## config.mk

```make
export PLATFORM = sky130hd
export DESIGN_NAME = demux32_buf
export DESIGN_NICKNAME = d
export VERILOG_FILES = /design/src/rtl/sisc_pkg.sv /design/src/rtl/demux_lane.sv /design/src/rtl/demux32_buf.sv
export SDC_FILE = /design/constraint.sdc
export NUM_CORES = 1
export LEC_CHECK = 0
export ABC_AREA = 1
export ABC_CLOCK_PERIOD_IN_PS = 2550
export CORE_MARGIN = 3
export CORE_UTILIZATION = 55
export DETAILED_ROUTE_END_ITERATION = 10
export DONT_BUFFER_PORTS = 1
export PLACE_DENSITY = 0.73
export SLEW_MARGIN = 20
export SYNTH_ARGS = -nofsm -noshare
export SYNTH_HDL_FRONTEND = slang
export SYNTH_SLANG_ARGS = --single-unit
export TNS_END_PERCENT = 10
```

## constraint.sdc

```tcl
create_clock -name clk -period 2.55 [get_ports clk]
set_clock_uncertainty 0.2 [all_clocks]
set_input_delay 0.765 -clock clk [delete_from_list [all_inputs] [get_ports clk]]
set_output_delay 0.765 -clock clk [all_outputs]
set_load 0.05 [all_outputs]
```

## src/rtl/sisc_pkg.sv

```systemverilog
// Shared SISC definitions: result-lane select codes, lane count and lane FSM encoding.
// Used by the writeback demultiplexer and its per-lane holding registers.
package sisc_pkg;

    localparam int NUM_LANES = 4;

    localparam logic [1:0] SEL_A = 2'd0;
    localparam logic [1:0] SEL_B = 2'd1;
    localparam logic [1:0] SEL_C = 2'd2;
    localparam logic [1:0] SEL_D = 2'd3;

    typedef enum logic {
        LANE_EMPTY = 1'b0,
        LANE_FULL  = 1'b1
    } lane_state_t;

    function automatic logic [NUM_LANES-1:0] sel_onehot(input logic [1:0] s);
        logic [NUM_LANES-1:0] oh;
        oh    = '0;
        oh[s] = 1'b1;
        return oh;
    endfunction

endpackage

```

## src/rtl/demux_lane.sv

```systemverilog
// One-entry holding register with a valid flag for a single result consumer.
// The lane FSM state is exported so checkers can observe EMPTY/FULL directly.
module demux_lane
    import sisc_pkg::*;
#(
    parameter int WIDTH = 32
) (
    input  logic             clk,
    input  logic             rst,
    input  logic             fill,
    input  logic [WIDTH-1:0] din,
    output logic             ready_o,
    output logic [WIDTH-1:0] dout,
    output logic             valid,
    input  logic             ready_i,
    output lane_state_t      state
);

    // Handshake: a word moves to the consumer on any edge where valid && ready_i.
    // ready_o tells the producer side this lane can take a word this edge, which
    // includes a FULL lane that is being drained in the same edge.
    assign valid   = (state == LANE_FULL);
    assign ready_o = (state == LANE_EMPTY) || ready_i;

    // fill is only raised by the top while ready_o is high, so a FULL lane that
    // sees fill is always being drained at the same time.
    always_ff @(posedge clk) begin
        if (rst) begin
            state <= LANE_EMPTY;
            dout  <= '0;
        end else begin
            case (state)
                LANE_EMPTY: begin
                    if (fill) begin
                        state <= LANE_FULL;
                        dout  <= din;
                    end
                end
                LANE_FULL: begin
                    if (fill) begin
                        dout <= din;
                    end else if (ready_i) begin
                        state <= LANE_EMPTY;
                    end
                end
                default: state <= LANE_EMPTY;
            endcase
        end
    end

endmodule

```

## src/rtl/demux32_buf.sv

```systemverilog
// 1-to-4 buffered demultiplexer steering writeback words to the RF, PC, MAR and IO lanes.
// Each lane has its own holding register, so a stalled consumer only blocks words sent to it.
module demux32_buf
    import sisc_pkg::*;
#(
    parameter int WIDTH = 32,
    parameter int CNT_W = 16
) (
    input  logic                 clk,
    input  logic                 rst,
    input  logic                 in_valid,
    output logic                 in_ready,
    input  logic [WIDTH-1:0]     in_data,
    input  logic [1:0]           sel,
    output logic [WIDTH-1:0]     out_a,
    output logic [WIDTH-1:0]     out_b,
    output logic [WIDTH-1:0]     out_c,
    output logic [WIDTH-1:0]     out_d,
    output logic [NUM_LANES-1:0] out_valid,
    input  logic [NUM_LANES-1:0] out_ready,
    output logic [CNT_W-1:0]     acc_cnt,
    output logic                 busy
);

    logic [NUM_LANES-1:0] lane_ready;
    logic [NUM_LANES-1:0] lane_fill;
    logic [WIDTH-1:0]     lane_dout  [NUM_LANES];
    lane_state_t          lane_state [NUM_LANES];
    logic [NUM_LANES-1:0] lane_full;
    logic                 accept;

    // Acceptance looks only at the addressed lane: no head-of-line blocking.
    assign in_ready  = !rst && lane_ready[sel];
    assign accept    = in_valid && in_ready;
    assign lane_fill = accept ? sel_onehot(sel) : '0;

    for (genvar i = 0; i < NUM_LANES; i++) begin : g_lane
        demux_lane #(
            .WIDTH (WIDTH)
        ) u_lane (
            .clk     (clk),
            .rst     (rst),
            .fill    (lane_fill[i]),
            .din     (in_data),
            .ready_o (lane_ready[i]),
            .dout    (lane_dout[i]),
            .valid   (out_valid[i]),
            .ready_i (out_ready[i]),
            .state   (lane_state[i])
        );
        assign lane_full[i] = (lane_state[i] == LANE_FULL);
    end

    assign out_a = lane_dout[SEL_A];
    assign out_b = lane_dout[SEL_B];
    assign out_c = lane_dout[SEL_C];
    assign out_d = lane_dout[SEL_D];
    assign busy  = |lane_full;

    // Free-running count of accepted words; wraps silently.
    always_ff @(posedge clk) begin
        if (rst) begin
            acc_cnt <= '0;
        end else if (accept) begin
            acc_cnt <= acc_cnt + CNT_W'(1);
        end
    end

endmodule
```

==> run summary <==
count of different cell masters after synthesis = 25
pwr dens = 719 nW/um2
WP data arrival = 1430 ps
Max-cap violations = 0
DRC = 0
TritonCTS clock tree = done
RSZ-0062 raised after global routing = no
Hold Buf Count CTS = 0
Sequential Power Share = 45.0%
final WL = 19.3 mm
crit-path max FO = 3
Yosys reg bits = 148
class of the worst hold path = in2reg
top-count cell post-synth = nand2_1
Die W = 124 um
CTS resizes = 0
Worst Setup End Kind = primary output
synth cell count leaders = nand2_1, inv_1, nor2_1
cell taking the most area after synthesis = dfxtp_1
Worst EP required = 1590 ps
Synth-to-Final Area Change = 9.57%
Clock Pin Slew Worst Setup and Hold Paths = 60 ps
warnings from Yosys = 0
via count = 6776
Post-synth EDFFs = 0
internal power = 0.00440 W
clock sinks = 148
Post-DP HPWL = 11.8 mm
total grt overflow = 0
Compound-Gate Fraction of Synth Area = 1.58%
hold path start = rst
ys flop type = dfxtp_1
mean post-synth cell area = 6.31 um2
Total GRT Usage = 24.5%
NetSw = 0.00160 W
final slew viol count = 0
synthesized-area fraction occupied by adder cells = 0.164%
DRT Pass-1 Iters = 5
Final nets = 1219
R2R cell count = 10
initial antenna violation count = 0
Sw Ratio = 26.6%
H-tree depth = 4
Fin Setup TNS = 0 ps
multiplexer share of the synthesized area = 0%
syn nets = 1250
hold slack = 209 ps
largest net degree at the start of global routing = 142
Async SR Flop Fraction = 0%
Combinational Power Share = 8.1%
DRT iter0 DRCs = 615
CTS buffer count = 17
Reg2Reg Capture Point = acc_cnt[6]$_SDFFE_PP0P_
# port buffers = 0
Starting Density = 56.9%
Synth area leaders = dfxtp_1, nand2_1, inv_1, nand4_1, nor2_1
status = completed
worst hold path cell count = 1
Leakage = 4.09 nW
share of the yosys chip area belonging to registers = 38.9%
share of the synthesized area in the top cell type = 38.9%
row count = 42
vias in the first global route = 5841
final setup violation count = 0
post-route minimum period = 2390 ps
setup bufs post-CTS = 0
ANT cells = 0
Simple-Gate Fraction of Synth Area = 38.1%
Root Driver = clkbuf_16
crit path launch type = flop
die height = 124 um
XOR/XNOR Fraction of Synth Area = 0.345%
share of cells above drive strength 1 = 6.48%
I/O Pins = 191
Fmax = 0.418 GHz
hold worst-path end = acc_cnt[11]$_SDFFE_PP0P_
Core Region = 13400 um2
gpl congestion = 0.818
final hold violation count = 0
die footprint = 15300 um2
first-pass GRT wire length = 29.8 mm
worst vdd ir = 0.404 mV
maximum buffer depth of the clock tree = 2
Avg Vias per Cell = 4.96
Clk pwr share = 46.9%
origin of the critical flop-to-flop path = g_lane[0].u_lane.state$_SDFF_PP0_
Cells after Synth = 1208
fin crit share = 93.8%
WL/cell = 14.1 um
Syn Std Cell Area = 7620 um2
main combinational cell family by area after synthesis = simple AND/OR/NAND/NOR gates
ANT nets after route = 0
r2r setup slk = 630 ps
Clock Latency Late Sink = 410 ps
Crit Path Class = reg2out
Worst slew margin = 54.4%
worst-margin pin slew = 683 ps
## critical path: stages (launching register included)
cell     delay (ps)
dfxtp_1         310
buf_4           190
nor2_1          110
nand3_1         400
## layout make-up
class | instances | area, um2
Timing Repair Buffer | 27 | 253
Multi-Input combinational cell | 671 | 3070
Clock buffer | 23 | 498
Tap cell | 176 | 220
Clock inverter | 8 | 170
Sequential cell | 148 | 2960
Fill cell | 1278 | 5050
Inverter | 312 | 1170
## kinds of logic after synthesis
| kind of cell | Yosys count |
|---|---|
| AND/OR/NAND/NOR | 643 |
| buffers and inverters | 389 |
| AO/OA/AOI/OAI | 24 |
| adder cells (fa/ha/maj) | 1 |
| flip-flops | 148 |
| XOR/XNOR | 3 |
## worst max path at each step
stage	start	end	slack [ps]	cells after the start
finish	g_lane[2].u_lane.state$_SDFF_PP0_	busy	160	3
global route	g_lane[0].u_lane.state$_SDFF_PP0_	in_ready	60	6
CTS	g_lane[2].u_lane.state$_SDFF_PP0_	busy	130	3
detailed placement	sel[1]	in_ready	160	6
global placement	sel[1]	in_ready	180	6
floorplan	sel[0]	in_ready	2	7
## metrics by stage
| stage | power, W | utilization (%) | instances | worst slack, ps | instance area [um2] |
|---|---|---|---|---|---|
| floorplan | 0.00316 | - | 1208 | 2.12 | 7650 |
| detailed placement | 0.00323 | 57.3 | 1334 | 155 | 7680 |
| CTS | 0.00604 | 62.3 | 1365 | 134 | 8350 |
| global route | 0.00622 | 62.3 | 1365 | 55.5 | 8350 |
| global placement | 0.00322 | 57.3 | 1334 | 182 | 7680 |
| finish | 0.00600 | 62.3 | 1365 | 159 | 8350 |
## power by group through the flow
| stage | registers, W | logic [W] | clock network [W] |
|---|---|---|---|
| global route | 0.00271 | 0.000550 | 0.00296 |
| finish | 0.00270 | 0.000483 | 0.00282 |
| floorplan | 0.00274 | 0.000424 | 0 |
| CTS | 0.00270 | 0.000483 | 0.00286 |
| detailed placement | 0.00275 | 0.000479 | 0 |
| global placement | 0.00275 | 0.000473 | 0 |
## sequential cells by signal (all words and copies together), names as in the netlist
signal	cells
g_lane.u_lane.dout	128
g_lane.u_lane.state	4
acc_cnt	16
## routing by layer
| metal | GRT usage [%] | wire (um) |
|---|---|---|
| met1 | 32.4 | 8630 |
| met2 | 37.3 | 8580 |
| met3 | 8.76 | 1830 |
| met4 | 7.54 | 234 |
| met5 | 0 | 0 |
## cells in the final DEF, fill, tap and decap left out, types with 2 or more instances in the layout
master	n
nand2_1	328
nand4_4	4
nor2_1	150
inv_1	306
a21oi_1	20
buf_12	4
nand3b_1	2
o21ai_0	4
buf_4	23
clkbuf_8	5
clkinvlp_4	2
bufinv_16	5
inv_2	5
xor2_1	3
nand4_1	134
nor2_4	6
nand3_1	15
clkbuf_16	17
dfxtp_1	148
Note: power is estimated with default switching activity, not from simulation.
==> edit: new RTL, config.mk and constraints unchanged <==
The parameter `CNT_W` goes from 16 to 32.
--- a/src/rtl/demux32_buf.sv
+++ b/src/rtl/demux32_buf.sv
@@ -6,3 +6,3 @@
     parameter int WIDTH = 32,
-    parameter int CNT_W = 16
+    parameter int CNT_W = 32
 ) (
Interface: changed (resized acc_cnt); port bits go from 191 to 207. No check against the original RTL was run, so the function may have changed too.
==> edit against the original RTL <==
Global-route usage fell by 1.7 points; first-iteration DRC count fell by 15%; sequential cell count rose by 16; clock power fell by 9.9%; sequential share of layout area rose by 3.8 points; routed wire length fell by 7.7%; via count fell by 2.8%; largest cell class is now sequential cells; area after synthesis fell by 1.3%; critical path type unchanged; power fell by 3.5%; design area rose by 0.16%; setup slack got worse by 0.11 ns; die area fell by 1.2%.
==> edit: results (changes against the original RTL) <==
grt_pass1_vias: 5615  # was 5841
cts_htree_levels: 4  # unchanged
cp_top_family: "simple AND/OR/NAND/NOR gates"  # unchanged
track_usage: 0.227  # was 0.245
peakVddDrop_mv: 0.452  # was 0.404 mV
r2r_setup_slack_ns: 0.55  # was 0.63 ns
sw_frac_of_total: 0.272  # was 0.266
synthTopCellsByArea: "dfxtp_1 44%, nand2_1 20%, nor2_1 16%"  # was dfxtp_1 39%, nand2_1 16%, inv_1 15%
place.gp.congestion: 0.857  # was 0.818
slowest_stage: "or4_1"  # was nand3_1
yosys_warnings: 0  # unchanged
clkSlewWorstSetupHoldPaths_ns: 0.06  # about the same
max-clock-path-buffers: 2  # unchanged
cp_max_fo: 3  # unchanged
p_leak_nw: 4.19  # was 4.09 nW
wl_per_cell_um: 12.9  # was 14.1 µm
dp_hpwl_mm: 12.0  # was 11.8 mm
postCtsResizedCells: 0  # unchanged
hp-start: "rst"  # unchanged
ys_top_cells_by_count: "405 x nand2_1, 317 x nor2_1, 164 x dfxtp_1"  # was 328 x nand2_1, 308 x inv_1, 151 x nor2_1
crit-reg2reg-launch: "g_lane[3].u_lane.state$_SDFF_PP0_"  # was g_lane[0].u_lane.state$_SDFF_PP0_
reg_top3: "g_lane.u_lane.dout x128, acc_cnt x32, g_lane.u_lane.state x4"  # was g_lane.u_lane.dout x128, acc_cnt x16, g_lane.u_lane.state x4
dp_cells: 1346  # was 1334
cts_buffers: 17  # unchanged
holdCritPathClass: "primary input to register"  # unchanged
cpPeakStageDelay_ns: 0.79  # was 0.40 ns
tightest_slew_ns: 0.672  # was 0.683 ns
status: "completed"  # unchanged
grt_max_degree: 133  # was 142
cp.arrival_ns: 1.54  # was 1.43 ns
setup.worst_path.start: "g_lane[0].u_lane.state$_SDFF_PP0_"  # was g_lane[2].u_lane.state$_SDFF_PP0_
dr.pass1.iters: 5  # unchanged
n_antenna_cell: 0  # unchanged
drt_iter0_drc: 521  # was 615
hold_buffers: 0  # unchanged
grt_pass1_wl_mm: 27.6  # was 29.8 mm
insertion_delay_ns: 0.42
yosysSeqAreaShare: 0.437  # was 0.389
synthCells: 1185  # was 1208
yosysUniqueCellTypes: 22  # was 25
drive_above_1_share: 0.0691  # was 0.0648
synth-async-reset-ratio: 0  # unchanged
port_buffers: 0  # unchanged
postCtsSetupBuffers: 0  # unchanged
wl_mm: 17.8  # was 19.3 mm
cts-root-buf: "clkbuf_16"  # unchanged
route.vias.total: 6585  # was 6776
antenna_found_initial: 0  # unchanged
==> edit: layout make-up <==
type                    instances  area [µm²]
flip-flops and latches        164        3280
clock inverters                14         150
inverters                     156         588
clock buffers                  18         439
repair buffers                 41         408
multi-input cells             809        3270
fillers                      1232        4930
well taps                     176         220
==> edit: power by group through the flow <==
stage	logic, mW	registers [mW]	clock network, mW
after global placement	0.296	3.00	0
after CTS	0.306	2.95	2.59
after global routing	0.349	2.96	2.71
after detailed placement	0.302	3.01	0
after floorplan	0.258	2.99	0
final	0.304	2.95	2.54
==> edit: kinds of logic after synthesis <==
group	after synthesis	share of synthesized area
xor+xnor	15	0.0175
simple gates	759	0.394
compound gates	34	0.0226
fa+ha+maj	1	0.00166
flops	164	0.437
buf+inv	212	0.128
==> edit: metrics by stage <==
step / utilization / worst slack [ns] / total power, mW / cell area (µm²) / hold slack, ns
2_1_floorplan: - / 0.186 / 3.25 / 7520 / 0.265
3_3_place_gp: 0.585 / 0.150 / 3.30 / 7770 / 0.312
3_5_place_dp: 0.585 / 0.131 / 3.31 / 7770 / 0.317
4_1_cts: 0.629 / 0.0271 / 5.84 / 8360 / 0.183
5_1_grt: 0.629 / 0.00223 / 6.01 / 8360 / 0.178
6_report: 0.629 / 0.0463 / 5.79 / 8360 / 0.202
==> edit: worst paths after layout <==
path,to,depth (start not counted)
max,busy,1
max reg2reg,g_lane[2].u_lane.dout[4]$_SDFFE_PP0P_,10
min,acc_cnt[28]$_SDFFE_PP0P_,1
min reg2reg,acc_cnt[11]$_SDFFE_PP0P_,2
==> edit: layer usage <==
metal / global-route usage / wire [µm] / up-vias
met2: 0.347 / 7790 / 214
met5: 0 / 0 / -
met4: 0.0658 / 198 / 0
met3: 0.109 / 2100 / 17
li1: - / - / 3464
met1: 0.286 / 7690 / 2890
